==> src/rtl/dmem_arb_pkg.sv <==
// Shared definitions for the data-memory arbiter: read-return ownership encoding
// and the idle memory command driven whenever nobody owns the port.
package dmem_arb_pkg;

    typedef enum logic [1:0] {
        OWN_NONE   = 2'd0,
        OWN_CPU_RD = 2'd1,
        OWN_SEC_RD = 2'd2,
        OWN_SEC_WR = 2'd3
    } rd_owner_e;

    localparam logic        IDLE_CEB  = 1'b1;
    localparam logic        IDLE_WEB  = 1'b1;
    localparam logic [3:0]  IDLE_MASK = 4'h0;
    localparam logic [31:0] IDLE_DATA = 32'h0;

endpackage

==> src/rtl/dmem_arb_reqbuf.sv <==
// One-entry request buffer for the secondary requester; no bypass, so a held
// request is visible to the arbiter no earlier than the cycle after acceptance.
module dmem_arb_reqbuf #(
    parameter int ADDR_W = 10
) (
    input  logic              clk,
    input  logic              resetn,
    input  logic              i_valid,
    output logic              o_ready,
    input  logic              i_we,
    input  logic [ADDR_W-1:0] i_addr,
    input  logic [3:0]        i_mask,
    input  logic [31:0]       i_wdata,
    input  logic              i_pop,
    output logic              o_full,
    output logic              o_we,
    output logic [ADDR_W-1:0] o_addr,
    output logic [3:0]        o_mask,
    output logic [31:0]       o_wdata
);

    // Handshake: a request transfers on a rising edge where i_valid and o_ready are
    // both high; the producer keeps its fields stable while i_valid=1 and o_ready=0,
    // and o_ready never depends on i_valid.
    logic              r_full;
    logic              r_we;
    logic [ADDR_W-1:0] r_addr;
    logic [3:0]        r_mask;
    logic [31:0]       r_wdata;
    logic              w_accept;

    assign o_ready  = ~r_full;
    assign w_accept = i_valid & ~r_full;

    always_ff @(posedge clk or negedge resetn) begin
        if (!resetn) begin
            r_full  <= 1'b0;
            r_we    <= 1'b0;
            r_addr  <= '0;
            r_mask  <= '0;
            r_wdata <= '0;
        end else if (w_accept) begin
            r_full  <= 1'b1;
            r_we    <= i_we;
            r_addr  <= i_addr;
            r_mask  <= i_mask;
            r_wdata <= i_wdata;
        end else if (i_pop) begin
            r_full  <= 1'b0;
        end
    end

    assign o_full  = r_full;
    assign o_we    = r_we;
    assign o_addr  = r_addr;
    assign o_mask  = r_mask;
    assign o_wdata = r_wdata;

endmodule

==> src/rtl/dmem_arbiter.sv <==
// Two-requester arbiter for the single-port data memory; the MEM stage wins unless
// the secondary has starved STARVE_MAX cycles. `define DMEM_ARB_PERF_EN adds counters.
module dmem_arbiter
    import dmem_arb_pkg::*;
#(
    parameter int ADDR_W     = 10,
    parameter int STARVE_MAX = 4
) (
    input  logic              clk,
    input  logic              resetn,
    input  logic              cpu_ceb_i,
    input  logic              cpu_web_i,
    input  logic [ADDR_W-1:0] cpu_addr_i,
    input  logic [3:0]        cpu_mask_i,
    input  logic [31:0]       cpu_wdata_i,
    output logic [31:0]       cpu_rdata_o,
    output logic              cpu_stall_o,
    input  logic              sec_req_valid_i,
    output logic              sec_req_ready_o,
    input  logic              sec_we_i,
    input  logic [ADDR_W-1:0] sec_addr_i,
    input  logic [3:0]        sec_mask_i,
    input  logic [31:0]       sec_wdata_i,
    output logic              sec_rsp_valid_o,
    output logic [31:0]       sec_rdata_o,
`ifdef DMEM_ARB_PERF_EN
    output logic [31:0]       arb_conflict_cnt_o,
    output logic [31:0]       arb_stall_cnt_o,
`endif
    output logic              mem_ceb_o,
    output logic              mem_web_o,
    output logic [ADDR_W-1:0] mem_a_o,
    output logic [3:0]        mem_mask_o,
    output logic [31:0]       mem_d_o,
    input  logic [31:0]       mem_q_i
);

    localparam logic [3:0] STARVE_LIM = 4'(STARVE_MAX);

    logic              w_buf_full;
    logic              w_buf_we;
    logic [ADDR_W-1:0] w_buf_addr;
    logic [3:0]        w_buf_mask;
    logic [31:0]       w_buf_wdata;
    logic              w_cpu_req;
    logic              w_force;
    logic              w_grant_sec;
    logic              w_grant_cpu;
    logic [3:0]        r_starve_cnt;
    rd_owner_e         r_rd_owner;
    rd_owner_e         w_rd_owner_nxt;

    dmem_arb_reqbuf #(.ADDR_W(ADDR_W)) u_reqbuf (
        .clk     (clk),
        .resetn  (resetn),
        .i_valid (sec_req_valid_i),
        .o_ready (sec_req_ready_o),
        .i_we    (sec_we_i),
        .i_addr  (sec_addr_i),
        .i_mask  (sec_mask_i),
        .i_wdata (sec_wdata_i),
        .i_pop   (w_grant_sec),
        .o_full  (w_buf_full),
        .o_we    (w_buf_we),
        .o_addr  (w_buf_addr),
        .o_mask  (w_buf_mask),
        .o_wdata (w_buf_wdata)
    );

    assign w_cpu_req   = ~cpu_ceb_i;
    assign w_force     = w_buf_full & (r_starve_cnt == STARVE_LIM);
    assign w_grant_sec = w_force | (w_buf_full & ~w_cpu_req);
    assign w_grant_cpu = w_cpu_req & ~w_force;
    assign cpu_stall_o = w_force & w_cpu_req;

    // A secondary read presents a clean command: no mask, no data.
    always_comb begin
        mem_ceb_o      = IDLE_CEB;
        mem_web_o      = IDLE_WEB;
        mem_a_o        = '0;
        mem_mask_o     = IDLE_MASK;
        mem_d_o        = IDLE_DATA;
        w_rd_owner_nxt = OWN_NONE;
        if (w_grant_sec) begin
            mem_ceb_o      = 1'b0;
            mem_web_o      = ~w_buf_we;
            mem_a_o        = w_buf_addr;
            mem_mask_o     = w_buf_we ? w_buf_mask : IDLE_MASK;
            mem_d_o        = w_buf_we ? w_buf_wdata : IDLE_DATA;
            w_rd_owner_nxt = w_buf_we ? OWN_SEC_WR : OWN_SEC_RD;
        end else if (w_grant_cpu) begin
            mem_ceb_o      = 1'b0;
            mem_web_o      = cpu_web_i;
            mem_a_o        = cpu_addr_i;
            mem_mask_o     = cpu_mask_i;
            mem_d_o        = cpu_wdata_i;
            w_rd_owner_nxt = cpu_web_i ? OWN_CPU_RD : OWN_NONE;
        end
    end

    always_ff @(posedge clk or negedge resetn) begin
        if (!resetn) begin
            r_starve_cnt <= '0;
            r_rd_owner   <= OWN_NONE;
        end else begin
            r_rd_owner <= w_rd_owner_nxt;
            if (w_grant_sec || !w_buf_full) begin
                r_starve_cnt <= '0;
            end else if (r_starve_cnt != STARVE_LIM) begin
                r_starve_cnt <= r_starve_cnt + 4'd1;
            end
        end
    end

    assign cpu_rdata_o     = (r_rd_owner == OWN_CPU_RD) ? mem_q_i : 32'h0;
    assign sec_rsp_valid_o = (r_rd_owner == OWN_SEC_RD) || (r_rd_owner == OWN_SEC_WR);
    assign sec_rdata_o     = (r_rd_owner == OWN_SEC_RD) ? mem_q_i : 32'h0;

`ifdef DMEM_ARB_PERF_EN
    logic [31:0] r_conflict_cnt;
    logic [31:0] r_stall_cnt;

    always_ff @(posedge clk or negedge resetn) begin
        if (!resetn) begin
            r_conflict_cnt <= '0;
            r_stall_cnt    <= '0;
        end else begin
            if (w_buf_full && w_cpu_req && (r_conflict_cnt != '1)) begin
                r_conflict_cnt <= r_conflict_cnt + 32'd1;
            end
            if (cpu_stall_o && (r_stall_cnt != '1)) begin
                r_stall_cnt <= r_stall_cnt + 32'd1;
            end
        end
    end

    assign arb_conflict_cnt_o = r_conflict_cnt;
    assign arb_stall_cnt_o    = r_stall_cnt;
`endif

endmodule
==> config.mk <==
export PLATFORM = sky130hd
export DESIGN_NAME = dmem_arbiter
export DESIGN_NICKNAME = d
export VERILOG_FILES = /design/src/rtl/dmem_arb_pkg.sv /design/src/rtl/dmem_arb_reqbuf.sv /design/src/rtl/dmem_arbiter.sv
export SDC_FILE = /design/constraint.sdc
export NUM_CORES = 1
export LEC_CHECK = 0
export CORE_MARGIN = 2
export CORE_UTILIZATION = 33
export DETAILED_ROUTE_END_ITERATION = 8
export GPL_ROUTABILITY_DRIVEN = 0
export PLACE_DENSITY_LB_ADDON = 0.2
export SLEW_MARGIN = 20
export SYNTH_ARGS = -nofsm -noshare
export SYNTH_HDL_FRONTEND = slang
export SYNTH_SLANG_ARGS = --single-unit
==> constraint.sdc <==
create_clock -name clk -period 2.03 [get_ports clk]
set_input_delay 0.406 -clock clk [delete_from_list [all_inputs] [get_ports clk]]
set_output_delay 0.406 -clock clk [all_outputs]
set_load 0.1 [all_outputs]
# After elaboration in Yosys (flattened, before gate mapping)
# Cells that the tools add are included.
# totals
out_inout_bits	115
regBits	54
input_bits	130
elab_cells	50
# op_classes
bitwise_logic	10
n_mux	22
addsub	1
n_eq_ne	5
n_reduce_logical	5
# op_table
operator	n
$mux 32	5
$mux 10	2
$mux 4	5
$mux 1	9
$and 1x1->1	5
$add 4x1->4 const B	1
$eq 2x2->1 const B	2
$eq 4x3->1 const B	1
$ne 4x3->1 const B	1
$not 1->1	4
$reduce_bool 2->1	2
$eq 2x1->1 const B	1
$logic_or 1x1->1	2
$mux 2	1
$logic_not 1->1	1
$or 1x1->1	1

# Logic depth before layout (Yosys ltp)
# depth
word_depth	6
mapped_depth	8
mapped_depth_nobuf	5

# Hierarchy
# Synthesis repeated with hierarchy kept, for this count alone.
# hier_totals
cells_unflattened	263
area_unflattened_um2	3124.2
# by_module_without_submodules
mod	seq_area_each_um2	area_each_um2	cells_each	n_inst
dmem_arb_reqbuf	1201.2	1888.1	103	1
dmem_arbiter	150.1	1236.2	160	1

# Least setup slack after synthesis
# OpenSTA, ideal clock, no wires.
# synth_path
path_kind	register to output
from	register r_starve_cnt[0]
to	output mem_web_o
arrival_time_ns	2.766
required_ns	1.624
path_buffers	3
path_stages_with_launch	9
path_slack_ns	-1.142
cell_sequence	dfrtp_1 > inv_1 > ha_1 > nand4b_2 > and2_1 > clkbuf_1 > buf_6 > buf_6 > a21oi_1
# synth_via
elab_chain_len	6
elab_cells_between_ends	7
classes_between	eq/ne: 1; mux: 2; bitwise: 4
# synth_rtl
element	line_no	text
start: declaration	dmem_arbiter.sv:49	logic [3:0] r_starve_cnt;
start signal: assignment	dmem_arbiter.sv:110	r_starve_cnt <= r_starve_cnt + 4'd1;
$eq 4x3->1 *	dmem_arbiter.sv:71	assign w_force = w_buf_full & (r_starve_cnt == STARVE_LIM);
$and 1x1->1 *	dmem_arbiter.sv:71	
$not 1->1	dmem_arbiter.sv:73	assign w_grant_cpu = w_cpu_req & ~w_force;
$and 1x1->1	dmem_arbiter.sv:73	
$mux 1	dmem_arbiter.sv:91	end else if (w_grant_cpu) begin
$mux 1 *	dmem_arbiter.sv:84	if (w_grant_sec) begin
end: declaration	dmem_arbiter.sv:31	output logic mem_web_o,
# Every way passes the cells marked *; elsewhere a longest branch is shown, timed or not.

# Final worst setup path
# layout_path
from	register r_starve_cnt[0]
to	output mem_d_o[7]
# layout_via
elab_chain_len	6
elab_cells_between_ends	7
classes_between	eq/ne: 1; mux: 2; bitwise: 4
# layout_rtl
element	line_no	text
$eq 4x3->1 *	dmem_arbiter.sv:71	
$and 1x1->1 *	dmem_arbiter.sv:71	
$not 1->1	dmem_arbiter.sv:73	
$and 1x1->1	dmem_arbiter.sv:73	
$mux 32	dmem_arbiter.sv:91	
$mux 32 *	dmem_arbiter.sv:84	
end: declaration	dmem_arbiter.sv:34	output logic [31:0] mem_d_o,
# Marks and branches as above.

==> results.md <==
* HP Class: in2async
* Placed cell count at between 600 and 700
* Placed Area at 6960 um2
* Cell Pwr Density at 748 nW/um2
* Crit path DAT at 1.93 ns
* Pre-CTS setup slack at -0.324 ns
* Fillers at 467
* TritonCTS Buffers at 5
* Top-Level Pins at approximately 250
* Depth of the CTS H-tree at 2
* Area of the multi-input gates at 1810 um2
* Crit path kind: reg2out
* Fin Hold WS at roughly 0.1 ns
* Synthesized area at ~3000 um2
* Synth area leader: dfrtp_1
* Synth Net Count at between 300 and 400
* Ant. Diodes at 0
* Violated checks: setup timing
* Area delta synth->final at 147%
* R2r setup slk at 0.48 ns
* FF/Latch Area at 1350 um2
* CTS root buffer: clkbuf_8
* Hpwl dp at between 9000 and 10000 um
* YS warnings at 0
* Remaining global-route overflow at 0
* Synthesized flop and latch total at 54
* Finished Layout Cells at 627
* Avg Cell Area, Syn at 11.3 um2
* Nets at between 600 and 700
* Final Setup Violations at 47
* Final Skew at 0.0122 ns
* Design area at 7360 um2
* Maximum clock rate at 428 MHz
* Critical R2R Capture: u_reqbuf.o_addr[9]$_DFFE_PN0P_
* Final Cycle Share at 115%
* Reg-to-reg startpoint: u_reqbuf.o_full$_DFFE_PN0P_
* Max VDD drop at 0.000612 V
* FP Rows at 34
* Final Routed Wirelength at approximately 13000 um
* Distinct cells, synth at 22
* # clock sinks at 54
* Clock Path Buffers at 2
* Crit path max fanout at 11
* DR vias at 3128
* IO buf count at ~240
* Skew-Pair Late Insertion Delay at about 0.31 ns
* Hold Fails Final Rpt at 0
* Crit path launch: r_starve_cnt[0]$_DFFE_PN0P_
* Final setup TNS at -11.78 ns
* First-pass GRT wire length at 18200 um
* Die outline width at 99.0 um
* CP Launch Type: flop
* Drt drc at 0
* Layout cell share with drive strength beyond 1 at 48.9%
* Status: complete, but fails checks
* Number of global-route vias before repair at 3387
* Top cells by area, synth: dfrtp_1 45%, mux2_2 18%, and2_1 14%, a22o_1 14%, buf_2 1.9%
* Seq/Total Area, Yosys at 45.4%
* Unrepaired setup endpoints after global routing: true
* Post-synth top area share at 45.4%
* Pleak at 3.17 nW
* Max transition margin at 57.2%
* Slew @ Worst Pin at 0.641 ns
* Max Cap Violations at 0
* Worst Setup EP: mem_d_o[7]
* Die Y at 99.0 um
* Mapped Cells at 263
* Largest net degree at the start of global routing at 49
* Post-CTS Hold Buffers at 0
* Total GRT Usage at about a quarter
* Per-cell routed wire length at 20.2 um
* Antenna Violating Nets Remaining at 0
* Endpoint class of the critical path: primary output
* Initial Util at ~34%
* Worst reg-to-reg path cell count at 4
* Min Clock Period, post-route at 2.33 ns
* CTS tree: done
* Crit path required time at 1.62 ns
* Vias per cell at 4.99
* Router iterations before antenna repair at 4
* CTS clock-pin slew for the worst setup and hold paths at 0.10 ns
* Worst setup margin at -0.304 ns
* Die area at 9790 um2
* Core area at between 8000 and 9000 um2
* Slew Limit Fails at 0
* Initial antenna violation count at 0
* Iteration-0 DRC Markers at between 80 and 90
-- sequential cells by signal, indices dropped and copies added (netlist names) --
name,count
r_rd_owner,2
r_starve_cnt,4
u_reqbuf.o_addr,10
u_reqbuf.o_full,1
u_reqbuf.o_mask,4
u_reqbuf.o_wdata,32
u_reqbuf.o_we,1
-- worst min-delay path by stage --
| stage | start | end | slack [ns] | depth (start not counted) |
|---|---|---|---|---|
| final | resetn | u_reqbuf.o_wdata[3]$_DFFE_PN0P_ | 0.10 | 1 |
| after global routing | resetn | u_reqbuf.o_wdata[3]$_DFFE_PN0P_ | 0.14 | 1 |
| after CTS | resetn | u_reqbuf.o_wdata[3]$_DFFE_PN0P_ | 0.11 | 1 |
| after detailed placement | resetn | u_reqbuf.o_wdata[3]$_DFFE_PN0P_ | 0.45 | 1 |
| after global placement | resetn | u_reqbuf.o_wdata[3]$_DFFE_PN0P_ | 0.46 | 1 |
| after floorplan | resetn | r_rd_owner[0]$_DFF_PN0_ | 0.11 | 0 |
-- routing by layer --
metal / routed length (um) / track usage (%) / share of wire [%]
met3: 934 / 6.31 / 7.4
met2: 6850 / 45.0 / 54
met5: 0 / 0 / 0
met4: 374 / 7.48 / 2.9
met1: 4540 / 25.7 / 36
-- critical path: stages, from the launching register on --
cell and delay, ns:
dfrtp_1 0.41, inv_2 0.08, ha_4 0.13, nand3b_1 0.13, a21oi_4 0.22, buf_6 0.16, buf_12 0.14, a22o_2 0.18
buf_12 0.17
-- power breakdown --
part / switching (W) / internal (W) / leakage [nW]
registers: 0.000159 / 0.00130 / 0.641
logic: 0.00198 / 0.00143 / 2.48
clock network: 0.000363 / 0.000275 / 0.0472
-- synthesized netlist by cell type --
cell type	count
a21oi_1	2
nor2_1	5
and3_1	1
nand3_1	2
ha_1	2
a22o_1	46
xor2_1	1
nand2b_1	1
a21o_1	1
and2_1	65
nor2b_1	3
buf_2	11
clkbuf_1	10
mux2_2	47
nand4b_2	1
o21ai_0	1
inv_1	5
buf_6	2
dfrtp_1	54
nand3b_1	1
nand2_1	1
xnor2_1	1
-- final cells by class --
type	instances	area share (%)
tap	108	1.84
multi-input combinational	181	24.5
inverter	5	0.255
clock inverter	2	0.170
sequential	54	18.4
clock buffer	6	1.12
timing repair buffer	271	53.7
-- through the flow --
step / util (%) / total power [W]
2_1_floorplan: - / 0.00343
5_1_grt: 84.3 / 0.00569
4_1_cts: 81.9 / 0.00546
3_3_place_gp: 79.8 / 0.00472
3_5_place_dp: 79.8 / 0.00478
6_report: 84.3 / 0.00551
-- cells by family (layout without fill, tap and decap cells) --
| family | count (synthesis) | in the layout | synth area share (%) |
|---|---|---|---|
| multiplexers | 47 | 47 | 17.8 |
| buffers and inverters | 28 | 284 | 4.50 |
| AND/OR/NAND/NOR | 80 | 80 | 16.6 |
| XOR/XNOR | 2 | 2 | 0.589 |
| AO/OA/AOI/OAI | 50 | 50 | 14.3 |
| flip-flops | 54 | 54 | 45.4 |
| adder cells (fa/ha/maj) | 2 | 2 | 0.841 |
-- placed cells by master (no fill, tap or decap), types with 3 or more instances in the layout --
cell / Yosys / layout
inv_2: 0 / 3
a22o_4: 0 / 28
mux2_2: 47 / 47
buf_4: 0 / 14
clkbuf_16: 0 / 5
buf_12: 0 / 119
clkdlybuf4s50_1: 0 / 127
nor2_1: 5 / 4
a22o_2: 0 / 18
dfrtp_1: 54 / 54
clkbuf_8: 0 / 6
and2_1: 65 / 64
-- repair_timing --
action / CTS / global route
pin swaps: 1 / 12
resized for setup: 9 / 19
endpoints found under the setup margin: 47 / 58
buffers inserted: 4 / 3
gates cloned: 1 / 5
Note: power is estimated with default switching activity, not from simulation.
